### config.mk
export PLATFORM = sky130hd
export DESIGN_NAME = if_id_queue_flat
export DESIGN_NICKNAME = d
export VERILOG_FILES = /design/src/rtl/if_id_queue_if.sv /design/src/rtl/if_id_queue.sv /design/src/flat_wrapper.sv
export SDC_FILE = /design/constraint.sdc
export NUM_CORES = 1
export LEC_CHECK = 0
export BUFFER_PORTS_ARGS = -buffer_cell sky130_fd_sc_hd__buf_2
export CAP_MARGIN = 20
export CELL_PAD_IN_SITES_DETAIL_PLACEMENT = 1
export CELL_PAD_IN_SITES_GLOBAL_PLACEMENT = 1
export CORE_ASPECT_RATIO = 1.1
export CORE_MARGIN = 2
export CORE_UTILIZATION = 40
export DETAILED_ROUTE_END_ITERATION = 10
export PLACE_DENSITY = 0.64
export SYNTH_ARGS = -nofsm -noshare
export SYNTH_HDL_FRONTEND = slang
export SYNTH_SLANG_ARGS = --single-unit
### constraint.sdc
create_clock -name clk -period 2.8 [get_ports clk]
set_input_delay 0.56 -clock clk [delete_from_list [all_inputs] [get_ports clk]]
set_output_delay 0.56 -clock clk [all_outputs]
set_load 0.01 [all_outputs]
### src/rtl/if_id_queue_if.sv
// Fetch-to-decode queue signal bundle: fetch/cache inputs, decode handshake and status.
// master drives the fetch side and decode ready; slave is the queue itself.
interface if_id_queue_if #(
   parameter int unsigned DATA_W = 16,
   parameter int unsigned CNT_W  = 3
);
   logic [DATA_W-1:0] instr_in;
   logic              hit_in;
   logic [DATA_W-1:0] pc_next_in;
   logic              flush;
   logic              id_ready;
   logic [DATA_W-1:0] instr_out;
   logic [DATA_W-1:0] pc_next_out;
   logic              valid_out;
   logic              full;
   logic [CNT_W-1:0]  count;

   modport master (
      output instr_in, hit_in, pc_next_in, flush, id_ready,
      input  instr_out, pc_next_out, valid_out, full, count
   );

   modport slave (
      input  instr_in, hit_in, pc_next_in, flush, id_ready,
      output instr_out, pc_next_out, valid_out, full, count
   );
endinterface

### src/rtl/if_id_queue.sv
// Circular instruction queue between fetch and decode with flush on taken branch.
// full/count/valid derive from registered state only, so fetch can gate its PC on full.
module if_id_queue #(
   parameter int unsigned DEPTH  = 4,
   parameter int unsigned DATA_W = 16,
   parameter int unsigned CNT_W  = 3
) (
   input logic           clk,
   input logic           rst_n,
   if_id_queue_if.slave  q
);
   localparam int unsigned PTR_W = $clog2(DEPTH);

   logic [DATA_W-1:0] instr_mem [DEPTH];
   logic [DATA_W-1:0] pc_mem    [DEPTH];
   logic [PTR_W-1:0]  wr_ptr;
   logic [PTR_W-1:0]  rd_ptr;
   logic [CNT_W-1:0]  count;
   logic              full;
   logic              valid;
   logic              push;
   logic              pop;

   assign full  = (count == CNT_W'(DEPTH));
   assign valid = (count != '0);
   assign push  = q.hit_in & ~full & ~q.flush;
   assign pop   = valid & q.id_ready & ~q.flush;

   // Storage needs no reset: reads are masked by valid.
   always_ff @(posedge clk) begin
      if (push) begin
         instr_mem[wr_ptr] <= q.instr_in;
         pc_mem[wr_ptr]    <= q.pc_next_in;
      end
   end

   always_ff @(posedge clk or negedge rst_n) begin
      if (!rst_n) begin
         wr_ptr <= '0;
         rd_ptr <= '0;
         count  <= '0;
      end else if (q.flush) begin
         wr_ptr <= '0;
         rd_ptr <= '0;
         count  <= '0;
      end else begin
         if (push) wr_ptr <= wr_ptr + PTR_W'(1);
         if (pop)  rd_ptr <= rd_ptr + PTR_W'(1);
         unique case ({push, pop})
            2'b10:   count <= count + CNT_W'(1);
            2'b01:   count <= count - CNT_W'(1);
            default: count <= count;
         endcase
      end
   end

   always_comb begin
      q.instr_out   = '0;
      q.pc_next_out = '0;
      if (valid) begin
         q.instr_out   = instr_mem[rd_ptr];
         q.pc_next_out = pc_mem[rd_ptr];
      end
   end

   assign q.valid_out = valid;
   assign q.full      = full;
   assign q.count     = count;
endmodule

### src/flat_wrapper.sv
// flat-port wrapper written by rule: the top's interface ports become plain ports
module if_id_queue_flat 
#(
   parameter int unsigned DEPTH  = 4,
   parameter int unsigned DATA_W = 16,
   parameter int unsigned CNT_W  = 3
)
  (clk, rst_n, q_instr_in, q_hit_in, q_pc_next_in, q_flush, q_id_ready, q_instr_out, q_pc_next_out, q_valid_out, q_full, q_count);
  if_id_queue_if #(.DATA_W(DATA_W), .CNT_W(CNT_W)) q_i ();
  input logic clk;
  input logic rst_n;
  input wire logic [$bits(q_i.instr_in)-1:0] q_instr_in;
  input wire logic [$bits(q_i.hit_in)-1:0] q_hit_in;
  input wire logic [$bits(q_i.pc_next_in)-1:0] q_pc_next_in;
  input wire logic [$bits(q_i.flush)-1:0] q_flush;
  input wire logic [$bits(q_i.id_ready)-1:0] q_id_ready;
  output wire logic [$bits(q_i.instr_out)-1:0] q_instr_out;
  output wire logic [$bits(q_i.pc_next_out)-1:0] q_pc_next_out;
  output wire logic [$bits(q_i.valid_out)-1:0] q_valid_out;
  output wire logic [$bits(q_i.full)-1:0] q_full;
  output wire logic [$bits(q_i.count)-1:0] q_count;
  assign q_i.instr_in = q_instr_in;
  assign q_i.hit_in = q_hit_in;
  assign q_i.pc_next_in = q_pc_next_in;
  assign q_i.flush = q_flush;
  assign q_i.id_ready = q_id_ready;
  assign q_instr_out = q_i.instr_out;
  assign q_pc_next_out = q_i.pc_next_out;
  assign q_valid_out = q_i.valid_out;
  assign q_full = q_i.full;
  assign q_count = q_i.count;
  if_id_queue #(.DEPTH(DEPTH), .DATA_W(DATA_W), .CNT_W(CNT_W)) u_core (.clk(clk), .rst_n(rst_n), .q(q_i));
endmodule
======== Yosys cells after proc, flatten, opt, wreduce, memory -nomap -nowiden ========
Memory sizes are Yosys's and may differ from the RTL's.
Cells that the tools add are included.
word-level totals
  input bits .............................. 37
  word-level logic and storage cells ...... 32
  bits in registers ....................... 7
  RAM bits ................................ 128
  memories kept ........................... 2
  memory bits (read-only) ................. 0
  output and inout port bits .............. 37
  latch bits .............................. 0
cells by class
  reduce and logical (&&, ||, !) cells .... 4
  shift-type cells ........................ 0
  multiply operators ...................... 0
  $lt $le $gt $ge ......................... 0
  div/mod/pow operators ................... 0
  muxes and demuxes ....................... 10
  bitwise gates (word level) .............. 6
  add/subtract/negate cells ............... 4
  equality and inequality tests ........... 3
memory list
  name              depth  bits a word  rd ports  clocked after Yosys merged registers in  write ports  line               RTL
  u_core.instr_mem  4      16           1         0                                        1            if_id_queue.sv:14  logic [DATA_W-1:0] instr_mem [DEPTH];
  u_core.pc_mem     4      16           1         0                                        1            if_id_queue.sv:15  logic [DATA_W-1:0] pc_mem [DEPTH];
operator list
  operator                                                               number
  16-bit two-way mux                                                     2
  2-bit two-way mux                                                      4
  3-bit one-hot mux with 2 select lines                                  1
  3-bit nonzero test                                                     2
  2-bit by 1-bit adder with 2-bit output, second input constant          2
  1-bit AND                                                              4
  2-bit nonzero test                                                     2
  3-bit by 1-bit adder with 3-bit output, second input constant          1
  3-bit equality test, second input constant                             1
  3-bit two-way mux                                                      1
  3-bit by 1-bit subtractor with 3-bit output, second input constant     1
  2-bit by 1-bit equality test with 1-bit output, second input constant  1
  2-bit equality test, second input constant                             1
  1-bit two-way mux                                                      2
  1-bit NOT                                                              2

======== Logic depth before layout (Yosys ltp) ========
  word-level depth ........................ 7
  mapped depth ............................ 7
  depth with buffers taken out ............ 6

======== Least setup slack after synthesis ========
OpenSTA, ideal clock, no wires.
  path type ............................... input to register
  start point ............................. in q_flush
  end point ............................... mem u_core.instr_mem[0][0] (enable)
  cell stages on the path ................. 3
  data arrival time ....................... 1,846 ps
  data required time ...................... 2,408 ps
  slack ................................... 562 ps
  library setup time ...................... 392 ps
  buffers on the path ..................... 1
  cell sequence ........................... clkbuf_1 nor3_1 and2_1
on the way
  word-level cells in the longest chain between the ends .. 4
RTL lines
  element                                  line                RTL
  from (decl)                              flat_wrapper.sv:15  input wire logic [$bits(q_i.flush)-1:0] q_flush;
  1-bit NOT                                if_id_queue.sv:26   assign push = q.hit_in & ~full & ~q.flush;
  1-bit AND                                if_id_queue.sv:26
  1-bit two-way mux                        if_id_queue.sv:31   if (push) begin
  1-bit two-way mux (implied by the code)  if_id_queue.sv:32   instr_mem[wr_ptr] <= q.instr_in;
  to (decl)                                if_id_queue.sv:14
Every way passes these cells.

======== Final worst setup path ========
  start point ............................. reg u_core.rd_ptr[0]
  end point ............................... out q_instr_out[0]
on the way
  word-level cells in the longest chain between the ends .. 2
RTL lines
  element                 line                RTL
  from (decl)             if_id_queue.sv:17   logic [PTR_W-1:0] rd_ptr;
  from (signal assigned)  if_id_queue.sv:48   if (pop) rd_ptr <= rd_ptr + PTR_W'(1);
  memory read 4 x 16 bit  n/a
  16-bit two-way mux      if_id_queue.sv:60   if (valid) begin
  to (decl)               flat_wrapper.sv:17  output wire logic [$bits(q_i.instr_out)-1:0] q_instr_out;
Every way passes these cells.

==> impl_metrics.csv <==
group,metric,value,unit
power_and_ir_drop,sw_frac_of_total,0.2397,
sta,skew,0.009784,ns
synth,postSynthCellCount,270,
clock_network,clock_path_buffers,2,
sta,tightest_slew,0.5279,ns
placement,port_buffers,73,
synth,syn-num-nets,312,
final_layout,layout-drive-gt1-share,0.4205,
power_and_ir_drop,irDropWorstVdd,403.9,uV
global_routing,antenna_found_initial,0,
synth,synth_area_leaders,"edfxtp_1 70%, mux4_2 12%, nor2b_1 3.4%, dfrtp_1 3.2%, mux4_1 0.96%",
synth,synth_top_area_frac,0.7039,
sta,slew_viol_final,0,
placement,place_inst,522,
setup_path,regToRegSetupSlack,0.69,ns
final_layout,fill_cells,1244,
clock_network,clk_pin_slew_worst_paths,0.06,ns
setup_path,worstSetupPathType,"register to primary output",
floorplanning,design.core.area,13270,sq um
final_layout,area_growth,22.36,%
global_routing,grt_pass1_wl,16620,microns
synth,synth_top_area_cell,"edfxtp_1",
power_and_ir_drop,share_seq_of_total_power,0.449,
setup_path,path_max_fanout,20,
clock_network,cts_hold_buf,1,
global_routing,grt_pass1_vias,3036,
clock_network,clock_latency,0.42,ns
global_routing,grt_remaining_overflow,0,
placement,dp_hpwl,6685,microns
power_and_ir_drop,power.density,774.9,nW/um^2
clock_network,cts_setup_buffers,0,
status,status,"finished, final reports clean",
worst_hold_path,hold-path-endpoint,"u_core.pc_mem[1][1]$_DFFE_PP_",
drt,drc,0,
setup_path,path_cells,"buf_4, mux4_2, nor2b_1, buf_2",
sta,fin_setup_tns,0,ns
final_layout,stdcell_area,6681,sq um
sta,period_needed,2.564,ns
setup_path,max_stage_delay,0.57,ns
sta,hold_violations,0,
clock_network,clkSinkCount,135,
power_and_ir_drop,p_leak,0.002349,uW
final_layout,fin_cells,555,
setup_path,reg2regPathDepth,4,
setup_path,worstReg2RegStart,"u_core.q.count[0]$_DFFE_PN0P_",
power_and_ir_drop,internal_power,3937,uW
sta,fmax,0.3900,GHz
worst_hold_path,holdCritStartpoint,"q_pc_next_in[1]",
drt,dr.pass1.iters,4,
power_and_ir_drop,p_comb_frac,0.136,
power_and_ir_drop,switching_power,1241,uW
setup_path,r2r-end,"u_core.pc_mem[1][11]$_DFFE_PP_",
synth,syn-cell-area,5460,sq um
drt,viasPerCell,4.935,
synth,yosysWarnings,0,
global_routing,grtUsageTotal,0.1573,
clock_network,root_buffer,"clkbuf_16",
worst_hold_path,min_path_type,"input port to register",
floorplanning,start_util,0.4115,
sta,period_share,0.9158,
sta,rsz0062_at_grt,"no",
floorplanning,dieWidth,115.4,microns
drt,post_drt_wl_per_cell,18.72,microns
setup_path,start_kind,"register",
worst_hold_path,holdPathStages,1,
floorplanning,fp.dieH,126.5,microns
drt,ant_nets,0,
global_routing,grt_max_degree,34,
clock_network,cts_buffers,17,
setup_path,cp_top_family,"multiplexers",
sta,max_slew_margin,0.6481,
synth,synth_edf_count,128,
drt,vias,2739,
floorplanning,io_pins,74,
synth,seq_area_frac_synth,0.7360,
clock_network,cts_resized,0,
synth,yosysMostFrequentCell,"edfxtp_1",
floorplanning,dieArea,14600,sq um
synth,synth_area_per_cell,20.22,sq um
final_layout,n_antenna_cell,0,
synth,synth.ff_latch_count,135,
synth,yosysUniqueCellTypes,39,
power_and_ir_drop,pwr-share-clk,0.414,
flow_run,maxCapViolations,0,
placement,routabilityCongestion,0.7270,
synth,postSynth.asyncResetShare,0.05185,
placement,placed_area,6090,sq um
clock_network,htree_levels,4,
setup_path,end_kind,"primary output",
setup_path,critPathRequiredTime,2.24,ns
clock_network,cts_tree,"built",
drt,totalWireLength,10390,microns
setup_path,cp_data_arrival_time,2.00,ns
sta,setup_viol,0,
final_layout,finalNetCount,400,
floorplanning,rows,44,
drt,drtIter0Drc,176,
synth,ys.flop_type,"edfxtp_1",
setup_path,critPathBufInv,2,
synth,synthTopCellsByCount,"128 x edfxtp_1, 30 x mux4_2, 30 x nor2b_1",
setup_path,critPathSlowestCell,"mux4_2",
power by group through the flow:
| stage | Combinational (uW) | Clock (uW) | Sequential [uW] |
|---|---|---|---|
| floorplan | 493 | 0 | 2350 |
| global placement | 715 | 0 | 2360 |
| detailed placement | 728 | 0 | 2370 |
| CTS | 732 | 2200 | 2330 |
| global route | 779 | 2290 | 2330 |
| finish | 705 | 2150 | 2330 |
worst max-delay path by stage:
stage / startpoint / to / slack [ns] / cells after the start
4_1_cts: u_core.rd_ptr[0]$_DFFE_PN0P_ / q_pc_next_out[9] / 0.17 / 4
6_report: u_core.rd_ptr[0]$_DFFE_PN0P_ / q_instr_out[0] / 0.24 / 4
3_5_place_dp: q_hit_in / u_core.pc_mem[1][4]$_DFFE_PP_ / 0.56 / 5
2_1_floorplan: q_flush / u_core.instr_mem[0][0]$_DFFE_PP_ / 0.56 / 3
3_3_place_gp: u_core.rd_ptr[0]$_DFFE_PN0P_ / q_pc_next_out[11] / 0.64 / 4
5_1_grt: u_core.rd_ptr[0]$_DFFE_PN0P_ / q_pc_next_out[6] / 0.10 / 4
state kept, by name, indices dropped and copies added (netlist names):
signal	count
u_core.pc_mem	64
u_core.instr_mem	64
u_core.wr_ptr	2
u_core.q.count	3
u_core.rd_ptr	2
metal layers:
layer | track usage | wire (microns) | vias to the layer above
met3 | 0.04826 | 428 | 13
met5 | 0 | 0 | -
met2 | 0.2597 | 5409 | 77
li1 | - | - | 1254
met4 | 0.06378 | 191 | 0
met1 | 0.1924 | 4361 | 1395
worst reg2reg max path: cells and delay by family (launching register included):
| kind | cells | cell delay [ns] |
|---|---|---|
| and+or+nand+nor | 3 | 0.92 |
| buffers and inverters | 1 | 0.23 |
| DFF | 1 | 0.67 |
layout by cell type (no fill, tap or decap), drive strengths merged, types with 2 or more instances in the layout:
| master | n |
|---|---|
| nor2 | 6 |
| clkbuf | 17 |
| and2 | 5 |
| inv | 7 |
| nand3 | 2 |
| o21ai | 3 |
| bufinv | 2 |
| nor2b | 30 |
| nand3b | 2 |
| xor2 | 2 |
| ha | 4 |
| o22ai | 2 |
| dfrtp | 7 |
| nor3b | 2 |
| nor3 | 3 |
| mux4 | 32 |
| buf | 85 |
| clkinvlp | 2 |
| clkinv | 10 |
| and2b | 2 |
| edfxtp | 128 |
| a21oi | 3 |
layout make-up:
cell class | count | area, sq um | share of cell area
clock inverter | 15 | 156.4 | 0.02341
tap | 184 | 230.2 | 0.03446
timing repair buffer | 86 | 528.0 | 0.07903
clock buffer | 17 | 425.4 | 0.06367
inverter | 6 | 22.52 | 0.003371
multi-input combinational | 112 | 1297 | 0.1942
sequential | 135 | 4021 | 0.6019
cell families after synthesis:
family | count (synthesis) | synth area share
xor gates and xnor gates | 3 | 0.004813
adders and majority gates | 5 | 0.01283
and+or+nand+nor | 55 | 0.06393
DFF | 135 | 0.7360
muxes | 33 | 0.1354
AOI/OAI and AO/OA | 16 | 0.01971
buffers and inverters | 23 | 0.02727
stage by stage:
| stage | setup slack [ns] | hold slack (ns) | util | power, uW |
|---|---|---|---|---|
| 6_report | 0.2357 | 0.3594 | 0.5036 | 5178 |
| 3_5_place_dp | 0.5613 | 0.4126 | 0.4590 | 3098 |
| 2_1_floorplan | 0.5616 | 0.2644 | - | 2841 |
| 4_1_cts | 0.1715 | 0.3322 | 0.5036 | 5261 |
| 5_1_grt | 0.1020 | 0.3482 | 0.5036 | 5401 |
| 3_3_place_gp | 0.6406 | 0.4162 | 0.4590 | 3080 |
(Power assumes the default switching activity.)
